[config.mk]
export PLATFORM = sky130hd
export DESIGN_NAME = l1_port_arbiter
export DESIGN_NICKNAME = d
export VERILOG_FILES = /design/src/rtl/l1_port_arbiter.sv
export SDC_FILE = /design/constraint.sdc
export NUM_CORES = 1
export LEC_CHECK = 0
export CAP_MARGIN = 40
export CELL_PAD_IN_SITES_DETAIL_PLACEMENT = 1
export CELL_PAD_IN_SITES_GLOBAL_PLACEMENT = 1
export CORE_ASPECT_RATIO = 1.5
export CORE_MARGIN = 3
export CORE_UTILIZATION = 31
export CTS_CLUSTER_SIZE = 16
export DETAILED_ROUTE_END_ITERATION = 8
export GPL_TIMING_DRIVEN = 0
export PLACE_DENSITY_LB_ADDON = 0.1
export SLEW_MARGIN = 10
export SYNTH_ARGS = -nofsm -noshare
export SYNTH_HDL_FRONTEND = slang
export SYNTH_SLANG_ARGS = --single-unit
[constraint.sdc]
create_clock -name sys_clk -period 2.75 [get_ports sys_clk]
set_input_delay 0.55 -clock sys_clk [delete_from_list [all_inputs] [get_ports sys_clk]]
set_output_delay 0.55 -clock sys_clk [all_outputs]
set_load 0.02 [all_outputs]
[src/rtl/l1_port_arbiter.sv]
// Arbitrates the single L1 request port between instruction fetch (read-only) and the
// data-memory stage, one transaction outstanding. Optional IF starvation guard: ARB_STARVE_GUARD_EN.
module l1_port_arbiter #(
    parameter int unsigned STARVE_LIMIT = 4
) (
    input  logic        sys_clk,
    input  logic        rst,
    input  logic        if_req,
    input  logic [31:0] if_addr,
    output logic        if_gnt,
    output logic        if_rvalid,
    output logic [31:0] if_rdata,
    input  logic        dm_req,
    input  logic        dm_write,
    input  logic [31:0] dm_addr,
    input  logic [1:0]  dm_write_type,
    input  logic [31:0] dm_write_data,
    output logic        dm_gnt,
    output logic        dm_rvalid,
    output logic [31:0] dm_rdata,
    output logic        dm_err,
    output logic        l1_read,
    output logic        l1_write,
    output logic [31:0] l1_addr,
    output logic [1:0]  l1_write_type,
    output logic [31:0] l1_write_data,
    input  logic        l1_ready,
    input  logic        l1_resp_valid,
    input  logic [31:0] l1_resp_data
);

    typedef enum logic [1:0] {
        ST_IDLE      = 2'd0,
        ST_ISSUE     = 2'd1,
        ST_WAIT_RESP = 2'd2
    } state_e;

    typedef enum logic {
        OWN_IF = 1'b0,
        OWN_DM = 1'b1
    } owner_e;

    if (STARVE_LIMIT < 1 || STARVE_LIMIT > 255) begin : g_bad_limit
        $error("l1_port_arbiter: STARVE_LIMIT must be within 1..255");
    end

    state_e      state_q, state_d;
    owner_e      owner_q, owner_d;
    logic        if_gnt_q, if_gnt_d;
    logic        if_rvalid_q, if_rvalid_d;
    logic [31:0] if_rdata_q, if_rdata_d;
    logic        dm_gnt_q, dm_gnt_d;
    logic        dm_rvalid_q, dm_rvalid_d;
    logic [31:0] dm_rdata_q, dm_rdata_d;
    logic        dm_err_q, dm_err_d;
    logic        l1_read_q, l1_read_d;
    logic        l1_write_q, l1_write_d;
    logic [31:0] l1_addr_q, l1_addr_d;
    logic [1:0]  l1_write_type_q, l1_write_type_d;
    logic [31:0] l1_write_data_q, l1_write_data_d;

    logic dm_pending;
    logic dm_illegal;
    logic starve_force;
    logic grant_if;
    logic grant_dm;

    // The DM request that was just rejected is still high while dm_gnt is visible;
    // masking it keeps an illegal store from being granted twice.
    assign dm_pending = dm_req & ~dm_gnt_q;
    assign dm_illegal = dm_write & (dm_write_type == 2'b10);

    always_comb begin
        grant_if = 1'b0;
        grant_dm = 1'b0;
        if (state_q == ST_IDLE) begin
            if (if_req && (!dm_pending || starve_force)) begin
                grant_if = 1'b1;
            end else if (dm_pending) begin
                grant_dm = 1'b1;
            end
        end
    end

`ifdef ARB_STARVE_GUARD_EN
    logic [7:0] starve_cnt_q, starve_cnt_d;

    assign starve_force = (starve_cnt_q == 8'(STARVE_LIMIT));

    always_comb begin
        starve_cnt_d = starve_cnt_q;
        if (grant_if) begin
            starve_cnt_d = 8'd0;
        end else if (grant_dm && !dm_illegal) begin
            if (!if_req) begin
                starve_cnt_d = 8'd0;
            end else if (starve_cnt_q != 8'hFF) begin
                starve_cnt_d = starve_cnt_q + 8'd1;
            end
        end
    end

    always_ff @(posedge sys_clk) begin
        if (rst) begin
            starve_cnt_q <= 8'd0;
        end else begin
            starve_cnt_q <= starve_cnt_d;
        end
    end
`else
    assign starve_force = 1'b0;
`endif

    always_comb begin
        // NOTE: every next-state signal gets a default first, so no path leaves one unassigned (no latch).
        state_d         = state_q;
        owner_d         = owner_q;
        if_gnt_d        = 1'b0;
        if_rvalid_d     = 1'b0;
        if_rdata_d      = if_rdata_q;
        dm_gnt_d        = 1'b0;
        dm_rvalid_d     = 1'b0;
        dm_rdata_d      = dm_rdata_q;
        dm_err_d        = 1'b0;
        l1_read_d       = l1_read_q;
        l1_write_d      = l1_write_q;
        l1_addr_d       = l1_addr_q;
        l1_write_type_d = l1_write_type_q;
        l1_write_data_d = l1_write_data_q;

        unique case (state_q)
            ST_IDLE: begin
                if (grant_if) begin
                    if_gnt_d        = 1'b1;
                    owner_d         = OWN_IF;
                    state_d         = ST_ISSUE;
                    l1_read_d       = 1'b1;
                    l1_write_d      = 1'b0;
                    l1_addr_d       = if_addr;
                    l1_write_type_d = 2'b00;
                    l1_write_data_d = 32'd0;
                end else if (grant_dm) begin
                    dm_gnt_d = 1'b1;
                    if (dm_illegal) begin
                        dm_err_d = 1'b1;
                    end else begin
                        owner_d         = OWN_DM;
                        state_d         = ST_ISSUE;
                        l1_read_d       = ~dm_write;
                        l1_write_d      = dm_write;
                        l1_addr_d       = dm_addr;
                        l1_write_type_d = dm_write_type;
                        l1_write_data_d = dm_write_data;
                    end
                end
            end
            ST_ISSUE: begin
                if (l1_ready) begin
                    l1_read_d  = 1'b0;
                    l1_write_d = 1'b0;
                    state_d    = ST_WAIT_RESP;
                end
            end
            ST_WAIT_RESP: begin
                if (l1_resp_valid) begin
                    if (owner_q == OWN_IF) begin
                        if_rvalid_d = 1'b1;
                        if_rdata_d  = l1_resp_data;
                    end else begin
                        dm_rvalid_d = 1'b1;
                        dm_rdata_d  = l1_resp_data;
                    end
                    state_d = ST_IDLE;
                end
            end
            default: begin
                state_d = ST_IDLE;
            end
        endcase
    end

    // NOTE: sequential state uses non-blocking assignments only, so every register samples pre-edge values.
    always_ff @(posedge sys_clk) begin
        if (rst) begin
            state_q         <= ST_IDLE;
            owner_q         <= OWN_IF;
            if_gnt_q        <= 1'b0;
            if_rvalid_q     <= 1'b0;
            if_rdata_q      <= 32'd0;
            dm_gnt_q        <= 1'b0;
            dm_rvalid_q     <= 1'b0;
            dm_rdata_q      <= 32'd0;
            dm_err_q        <= 1'b0;
            l1_read_q       <= 1'b0;
            l1_write_q      <= 1'b0;
            l1_addr_q       <= 32'd0;
            l1_write_type_q <= 2'b00;
            l1_write_data_q <= 32'd0;
        end else begin
            state_q         <= state_d;
            owner_q         <= owner_d;
            if_gnt_q        <= if_gnt_d;
            if_rvalid_q     <= if_rvalid_d;
            if_rdata_q      <= if_rdata_d;
            dm_gnt_q        <= dm_gnt_d;
            dm_rvalid_q     <= dm_rvalid_d;
            dm_rdata_q      <= dm_rdata_d;
            dm_err_q        <= dm_err_d;
            l1_read_q       <= l1_read_d;
            l1_write_q      <= l1_write_d;
            l1_addr_q       <= l1_addr_d;
            l1_write_type_q <= l1_write_type_d;
            l1_write_data_q <= l1_write_data_d;
        end
    end

    assign if_gnt        = if_gnt_q;
    assign if_rvalid     = if_rvalid_q;
    assign if_rdata      = if_rdata_q;
    assign dm_gnt        = dm_gnt_q;
    assign dm_rvalid     = dm_rvalid_q;
    assign dm_rdata      = dm_rdata_q;
    assign dm_err        = dm_err_q;
    assign l1_read       = l1_read_q;
    assign l1_write      = l1_write_q;
    assign l1_addr       = l1_addr_q;
    assign l1_write_type = l1_write_type_q;
    assign l1_write_data = l1_write_data_q;

endmodule

==> results of run 1 <==
-- report_power, final --
part	leakage [nW]	switching (mW)	internal (mW)
registers	1.14	0.0712	2.15
clock network	0.287	0.945	1.38
logic	1.75	0.615	0.544
total	3.18	1.63	4.07
-- worst register-to-register path, delay by kind of cell, from the launching register on --
| kind | cells | cell delay [ns] |
|---|---|---|
| buf+inv | 2 | 0.58 |
| mux | 1 | 0.40 |
| flops | 1 | 0.32 |
| compound gates | 2 | 0.31 |
| simple gates | 1 | 0.11 |
-- through the flow --
stage	setup slack (ns)	cell area, sq um	utilization	hold slack (ns)	instances
after detailed placement	0.217	8580	0.490	0.448	1155
after CTS	0.651	9170	0.524	0.457	1187
final	0.648	9170	0.524	0.453	1187
after floorplan	1.07	5590	-	0.490	670
after global placement	0.327	8580	0.490	0.443	1155
after global routing	0.504	9170	0.524	0.471	1187
-- cells by family after synthesis --
logic type,count (synthesis)
DFF,140
buffers and inverters,66
muxes,4
and+or+nand+nor,259
AOI/OAI and AO/OA,201
-- placed cells by master, fill, tap and decap left out, drive strengths merged --
master         netlist  layout
mux2                 1       1
or2                  2       2
o21ai               35      35
and3                 1       1
bufinv               0       2
a21oi              132     132
nand2b               5       5
nor2b                2       2
or3                  1       1
clkinvlp             0       2
dfxtp              140     140
nor2                11      11
nand2              195     195
nor4                 1       1
a211oi               1       1
nor3                 1       1
clkbuf              36      55
and3b                1       1
a311oi              32      32
buf                 28      28
clkdlybuf4s50        0     272
inv                  2       8
nand3b               3       3
clkinv               0       3
nand3                2       2
a31oi                1       1
nand4               34      34
mux2i                3       3
-- layer usage --
metal  share of wire  vias up
met5               0        -
met4           0.023        0
met3           0.068       42
met2            0.55      194
met1            0.36     2871
li1                -     2907
-- final timing paths --
check | slack (ns) | cells after the start | to
worst max-delay path | 0.65 | 7 | l1_write_data[25]$_SDFFE_PP0P_
worst max register to register | 0.97 | 6 | l1_write_data[25]$_SDFFE_PP0P_
worst min-delay path | 0.45 | 2 | if_rdata[28]$_SDFFE_PP0P_
worst min register to register | 0.45 | 2 | if_rdata[28]$_SDFFE_PP0P_
-- cell usage after synthesis (all sizes together) (2+ instances only) --
cell type  count  area (sq um)
a21oi        132           661
a311oi        32           468
buf           28           156
clkbuf        36           135
dfxtp        140          2800
inv            2          7.51
mux2i          3          42.5
nand2        195           732
nand2b         5          31.3
nand3          2          10.0
nand3b         3          22.5
nand4         34           213
nor2          11          46.3
nor2b          2          12.5
o21ai         35           175
or2            2          12.5
-- flip-flops by register name, indices dropped and copies added (netlist names), 2 cells and up --
register / flops
dm_rdata: 32
if_rdata: 32
l1_addr: 32
l1_write_data: 32
l1_write_type: 2
state_q: 2
-- area by class of cell --
type                       instances  share of cell area
buffer                            64              0.0318
clock buffer                      19              0.0483
clock inverter                    13              0.0166
inverter                           2            0.000818
multi-input combinational        464               0.271
sequential                       140               0.306
tap                              213              0.0291
timing repair buffer             272               0.297
==> qor.csv, run 1 <==
stage,metric,value,unit
pwr,Pwr Density,622,nW/um^2
detailed_routing,wire length per cell,18.5,um
logic_synthesis,Synth Area per Inst,8.34,sq um
global_routing,initial antenna violation count,0,
global_routing,global routing usage on met1,0.213,
floorplan,core area,17500,sq um
sta,"Setup violations, final",0,
logic_synthesis,Synth Area in XOR/XNOR,0,
sta,RSZ-0062 raised after global routing,no,
global_routing,first-pass GRT wire length,33600,um
logic_synthesis,combinational family with the most area after synthesis,compound AO/OA/AOI/OAI gates,
cts,CTS Hold Buffers Added,0,
cts,clock buffer depth,2,
logic_synthesis,async set-reset flop share out of synthesis,0,
logic_synthesis,Compound-Gate Fraction of Synth Area,0.236,
setup_path,worst r2r src,dm_gnt$_SDFF_PP0_,
floorplan,Die Y,170,um
final_layout,Final nets,1098,
worst_hold_path,Tightest Hold Check Type,flip-flop to flip-flop,
detailed_routing,DRT antenna net count,0,
setup_path,crit path launch,dm_req,
final_layout,layout cells sized above 1,0.0955,
logic_synthesis,Post-synth EDFFs,0,
setup_path,CP peak stage delay,0.48,ns
worst_hold_path,HP Start,if_rdata[28]$_SDFFE_PP0P_,
logic_synthesis,Seq cells post-synth,140,
setup_path,worst-path maximum fanout,10,
cts,H-tree Lvls,4,
final_layout,Area Growth Syn to Fin,64.1,%
logic_synthesis,synthesized instance count,670,
detailed_routing,1st-iter DRT viols,208,
detailed_routing,post-route DRC violation count,0,
floorplan,FP Rows,59,
global_routing,GR peak layer,met2,
logic_synthesis,mux share of post-synthesis cell area,0.0103,
setup_path,CP endpoint kind,flip-flop,
setup_path,Setup CP Type,primary input to flip-flop,
sta,Max Fclk,476,MHz
setup_path,CP Buf/Inv Count,3,
global_routing,GR Util All Layers,0.220,
final_layout,ant diodes,0,
cts,CTS tree,yes,
logic_synthesis,"Net Count, Synth",807,
logic_synthesis,Synth Area in Adders,0,
cts,clk slew on worst S/H paths,0.06,ns
logic_synthesis,cell area after synthesis,5590,sq um
setup_path,Slowest cell on crit path,clkdlybuf4s50_1,
setup_path,CP Launch Type,primary input,
cts,clock sink count,140,
cts,Num CTS Buffers,17,
setup_path,required time of the critical path,3.10,ns
final_layout,multi-input combinational cell area,2490,sq um
sta,Worst-Margin Slew,0.776,ns
final_layout,register area,2800,sq um
sta,Max transition margin,0.483,
placement,input/output buffers,272,
sta,Final Max Slew Viols,0,
cts,post-CTS setup buffers,0,
detailed_routing,first drt pass iteration count,4,
logic_synthesis,Yosys warnings,0,
sta,endpoints failing hold,0,
global_routing,GR Layer Usage met2,0.423,
logic_synthesis,Netlist cell types,30,
setup_path,Arrival @ worst endpoint,2.45,ns
placement,Final GP Congestion,0.800,
global_routing,vias in the first global route,6635,
global_routing,routing usage on met3,0.0754,
cts,post-cts resize count,0,
sta,minimum clock period,2.10,ns
logic_synthesis,"Top FF cell, synth",dfxtp_1,
detailed_routing,via count,6014,
setup_path,critical-path cell list,clkdlybuf4s50_1 -> nor2b_1 -> buf_4 -> mux2i_4 -> clkbuf_1 -> o21ai_0 -> a21oi_1,
sta,final worst-path cycle share,0.764,
final_layout,# fillers,2088,
pwr,maximum VDD drop,0.000286,V
floorplan,Die ar.,19700,sq um
detailed_routing,vias per cell,5.07,
flow_run,total of max-cap violations,0,
detailed_routing,Post-Route WL,22000,um
global_routing,largest net degree at the start of global routing,17,
pwr,static leakage,3.18,nW
setup_path,kind of cell adding the most delay to the critical path,buffers and inverters,
global_routing,"Remaining Overflow, GRT",0,
pwr,total power,5.70,mW
cts,Root Buffer,clkbuf_16,
cts,Worst-Skew Late Latency,0.43,ns
placement,detailed placement HPWL,17200,um
floorplan,DIE WIDTH,116,um
sta,Setup Skew,0.0106,ns
floorplan,I/O Pins,274,
run_status,run status,finished clean,
logic_synthesis,register area share after synthesis,0.501,
sta,Fin Setup TNS,0,ns
logic_synthesis,Post-Synth Simple-Gate Area,0.199,
floorplan,initial core utilization,0.319,
Note: power is estimated with default switching activity, not from simulation.
==> run 2: changes to the inputs <==
Settings changed: CORE_UTILIZATION 31 to 26.
Clock period 2.75 ns to 1.7 ns, I/O delays scaled along.
==> run 2 against run 1 <==
  * Global-route usage shrank 3.6 points
  * Critical path depth unchanged
  * Non-clock buffer count increased by 2
  * Combinational power rose by 57%
  * Final cell count up 4.7%
  * Register-to-register slack lost 0.85 ns
  * Cell area increased by 0.35%
  * First-iteration DRC count fell by 8.2%
  * Worst setup slack worse by 0.63 ns
  * Critical path type unchanged
  * Largest cell class unchanged
  * Largest power group unchanged
  * Highest routed layer unchanged
==> qor.csv, run 2 (synthesis gave the netlist of run 1 again) <==
stage,metric,value,unit,change
final_layout,most frequent cells in the layout,"nand2_1 (195), dfxtp_1 (138), clkdlybuf4s50_1 (135), dlygate4sd2_1 (135), a21oi_1 (120)",,"was clkdlybuf4s50_1 (272), nand2_1 (195), dfxtp_1 (140)"
sta,minimum clock period,1.68,ns,
setup_path,CP Launch Type,primary input,,unchanged
cts,Num CTS Buffers,17,,unchanged
detailed_routing,first drt pass iteration count,4,,unchanged
detailed_routing,vias per cell,4.67,,was 5.07
final_layout,# fillers,2532,,"was 2,088"
floorplan,Die ar.,23300,sq um,"was 19,700 sq um"
floorplan,DIE WIDTH,126,um,was 116 um
setup_path,CP endpoint kind,flip-flop,,unchanged
pwr,static leakage,3.85,nW,was 3.18 nW
sta,final worst-path cycle share,0.988,,
global_routing,first-pass GRT wire length,33700,um,"was 33,600 um"
flow_run,total of max-cap violations,0,,unchanged
sta,endpoints failing hold,0,,unchanged
setup_path,worst-path maximum fanout,10,,unchanged
cts,CTS Hold Buffers Added,0,,unchanged
floorplan,initial core utilization,0.265,,was 0.319
cts,CTS tree,yes,,unchanged
floorplan,I/O Pins,274,,unchanged
global_routing,GR Util All Layers,0.184,,was 0.220
sta,Max transition margin,0.478,,was 0.483
global_routing,initial antenna violation count,0,,unchanged
placement,detailed placement HPWL,16800,um,"was 17,200 um"
placement,input/output buffers,272,,unchanged
detailed_routing,wire length per cell,17.8,um,was 18.5 um
cts,clock buffer depth,2,,unchanged
detailed_routing,via count,5802,,"was 6,014"
cts,Root Buffer,clkbuf_16,,unchanged
global_routing,vias in the first global route,6078,,"was 6,635"
floorplan,Die Y,186,um,was 170 um
final_layout,final instance area,9210,sq um,was 9170 sq um
final_layout,Util after Layout,0.437,,was 0.524
cts,clk slew on worst S/H paths,0.06,ns,about the same
pwr,maximum VDD drop,0.000666,V,was 0.000286 V
placement,dpl cell area,8650,sq um,was 8580 sq um
pwr,Pwr Density,988,nW/um^2,was 622 nW/um^2
sta,RSZ-0062 raised after global routing,yes,,was no
cts,H-tree Lvls,4,,unchanged
placement,Final GP Congestion,0.738,,was 0.800
run_status,run status,finished clean,,unchanged
floorplan,FP Rows,65,,was 59
detailed_routing,Post-Route WL,22100,um,"was 22,000 um"
cts,Worst-Skew Late Latency,0.43,ns,about the same
sta,"Setup violations, final",0,,unchanged
setup_path,Arrival @ worst endpoint,1.95,ns,was 2.45 ns
final_layout,Final nets,1100,,"was 1,098"
sta,Worst-Margin Slew,0.783,ns,was 0.776 ns
floorplan,core area,21100,sq um,"was 17,500 sq um"
final_layout,ant diodes,0,,unchanged
final_layout,Area Growth Syn to Fin,64.7,%,was 64.1%
detailed_routing,DRT antenna net count,0,,unchanged
sta,Final Max Slew Viols,0,,unchanged
detailed_routing,post-route DRC violation count,0,,unchanged
worst_hold_path,Tightest Hold Check Type,primary input to flip-flop,,was flip-flop to flip-flop
cts,clock sink count,140,,unchanged
setup_path,required time of the critical path,1.97,ns,was 3.10 ns
global_routing,largest net degree at the start of global routing,17,,unchanged
global_routing,"Remaining Overflow, GRT",0,,unchanged
detailed_routing,1st-iter DRT viols,191,,was 208
sta,Setup Skew,0.0108,ns,was 0.0106 ns
setup_path,Setup CP Type,primary input to flip-flop,,unchanged
sta,Max Fclk,595,MHz,
final_layout,"most common cell after layout, fill and taps aside",nand2_1,,was clkdlybuf4s50_1
final_layout,layout cells sized above 1,0.132,,was 0.0955
==> run 2: final timing paths <==
kind                                   from                         to  slack, ns  depth (start not counted)
setup / recovery                     dm_req   l1_addr[23]$_SDFFE_PP0P_       0.02                          7
hold / removal                          rst      l1_write$_SDFFE_PP0P_       0.39                          3
setup reg to reg    state_q[0]$_SDFFE_PP0P_       owner_q$_SDFFE_PP0P_       0.12                          4
hold reg to reg   if_rdata[12]$_SDFFE_PP0P_  if_rdata[12]$_SDFFE_PP0P_       0.45                          2
==> run 2: layer usage <==
layer  part of all wire  global-route usage  wire, um  vias to the layer above
met5                  0                   0         0                        -
met4              0.017              0.0599       374                        0
met3              0.058              0.0511      1280                       21
met2               0.54               0.345     11800                      167
met1               0.39               0.198      8610                     2704
li1                   -                   -         -                     2910
==> run 2: metrics by stage <==
step | setup slack [ns] | cells | power, mW | TNS [ns] | hold WS [ns]
after floorplan | 0.181 | 670 | 4.57 | 0 | 0.476
after global routing | -0.0181 | 1243 | 9.52 | -0.0439 | 0.437
after detailed placement | -0.631 | 1210 | 5.55 | -50.73 | 0.447
after global placement | -0.580 | 1210 | 5.53 | -48.60 | 0.442
after CTS | 0.00959 | 1241 | 9.17 | 0 | 0.345
final | 0.0207 | 1243 | 9.10 | 0 | 0.393
==> run 2: report_power, final <==
group	total [mW]	switching, mW	leakage (nW)	internal [mW]
registers	3.58	0.104	1.14	3.47
logic	1.82	1.02	2.44	0.807
clock network	3.69	1.53	0.265	2.16
==> run 2: what timing repair did <==
item,in CTS,in global routing
pin swaps,0,1
setup endpoints to repair,195,123
buffers inserted,1,4
resized for setup,146,47
==> run 2: worst max-delay path: stages <==
cell,delay (ns)
clkdlybuf4s50_1,0.49
nor2b_2,0.16
buf_6,0.15
mux2_4,0.35
buf_4,0.21
a21oi_1,0.19
a311oi_2,0.06
==> run 2: area by class of cell <==
class                      instances  area (sq um)  area share
multi-input combinational        464          2560       0.278
clock buffer                      18           429      0.0466
timing repair buffer             277          2600       0.282
buffer                            61           333      0.0362
tap                              268           335      0.0364
sequential                       140          2810       0.305
inverter                           2          7.51    0.000815
clock inverter                    13           143      0.0155
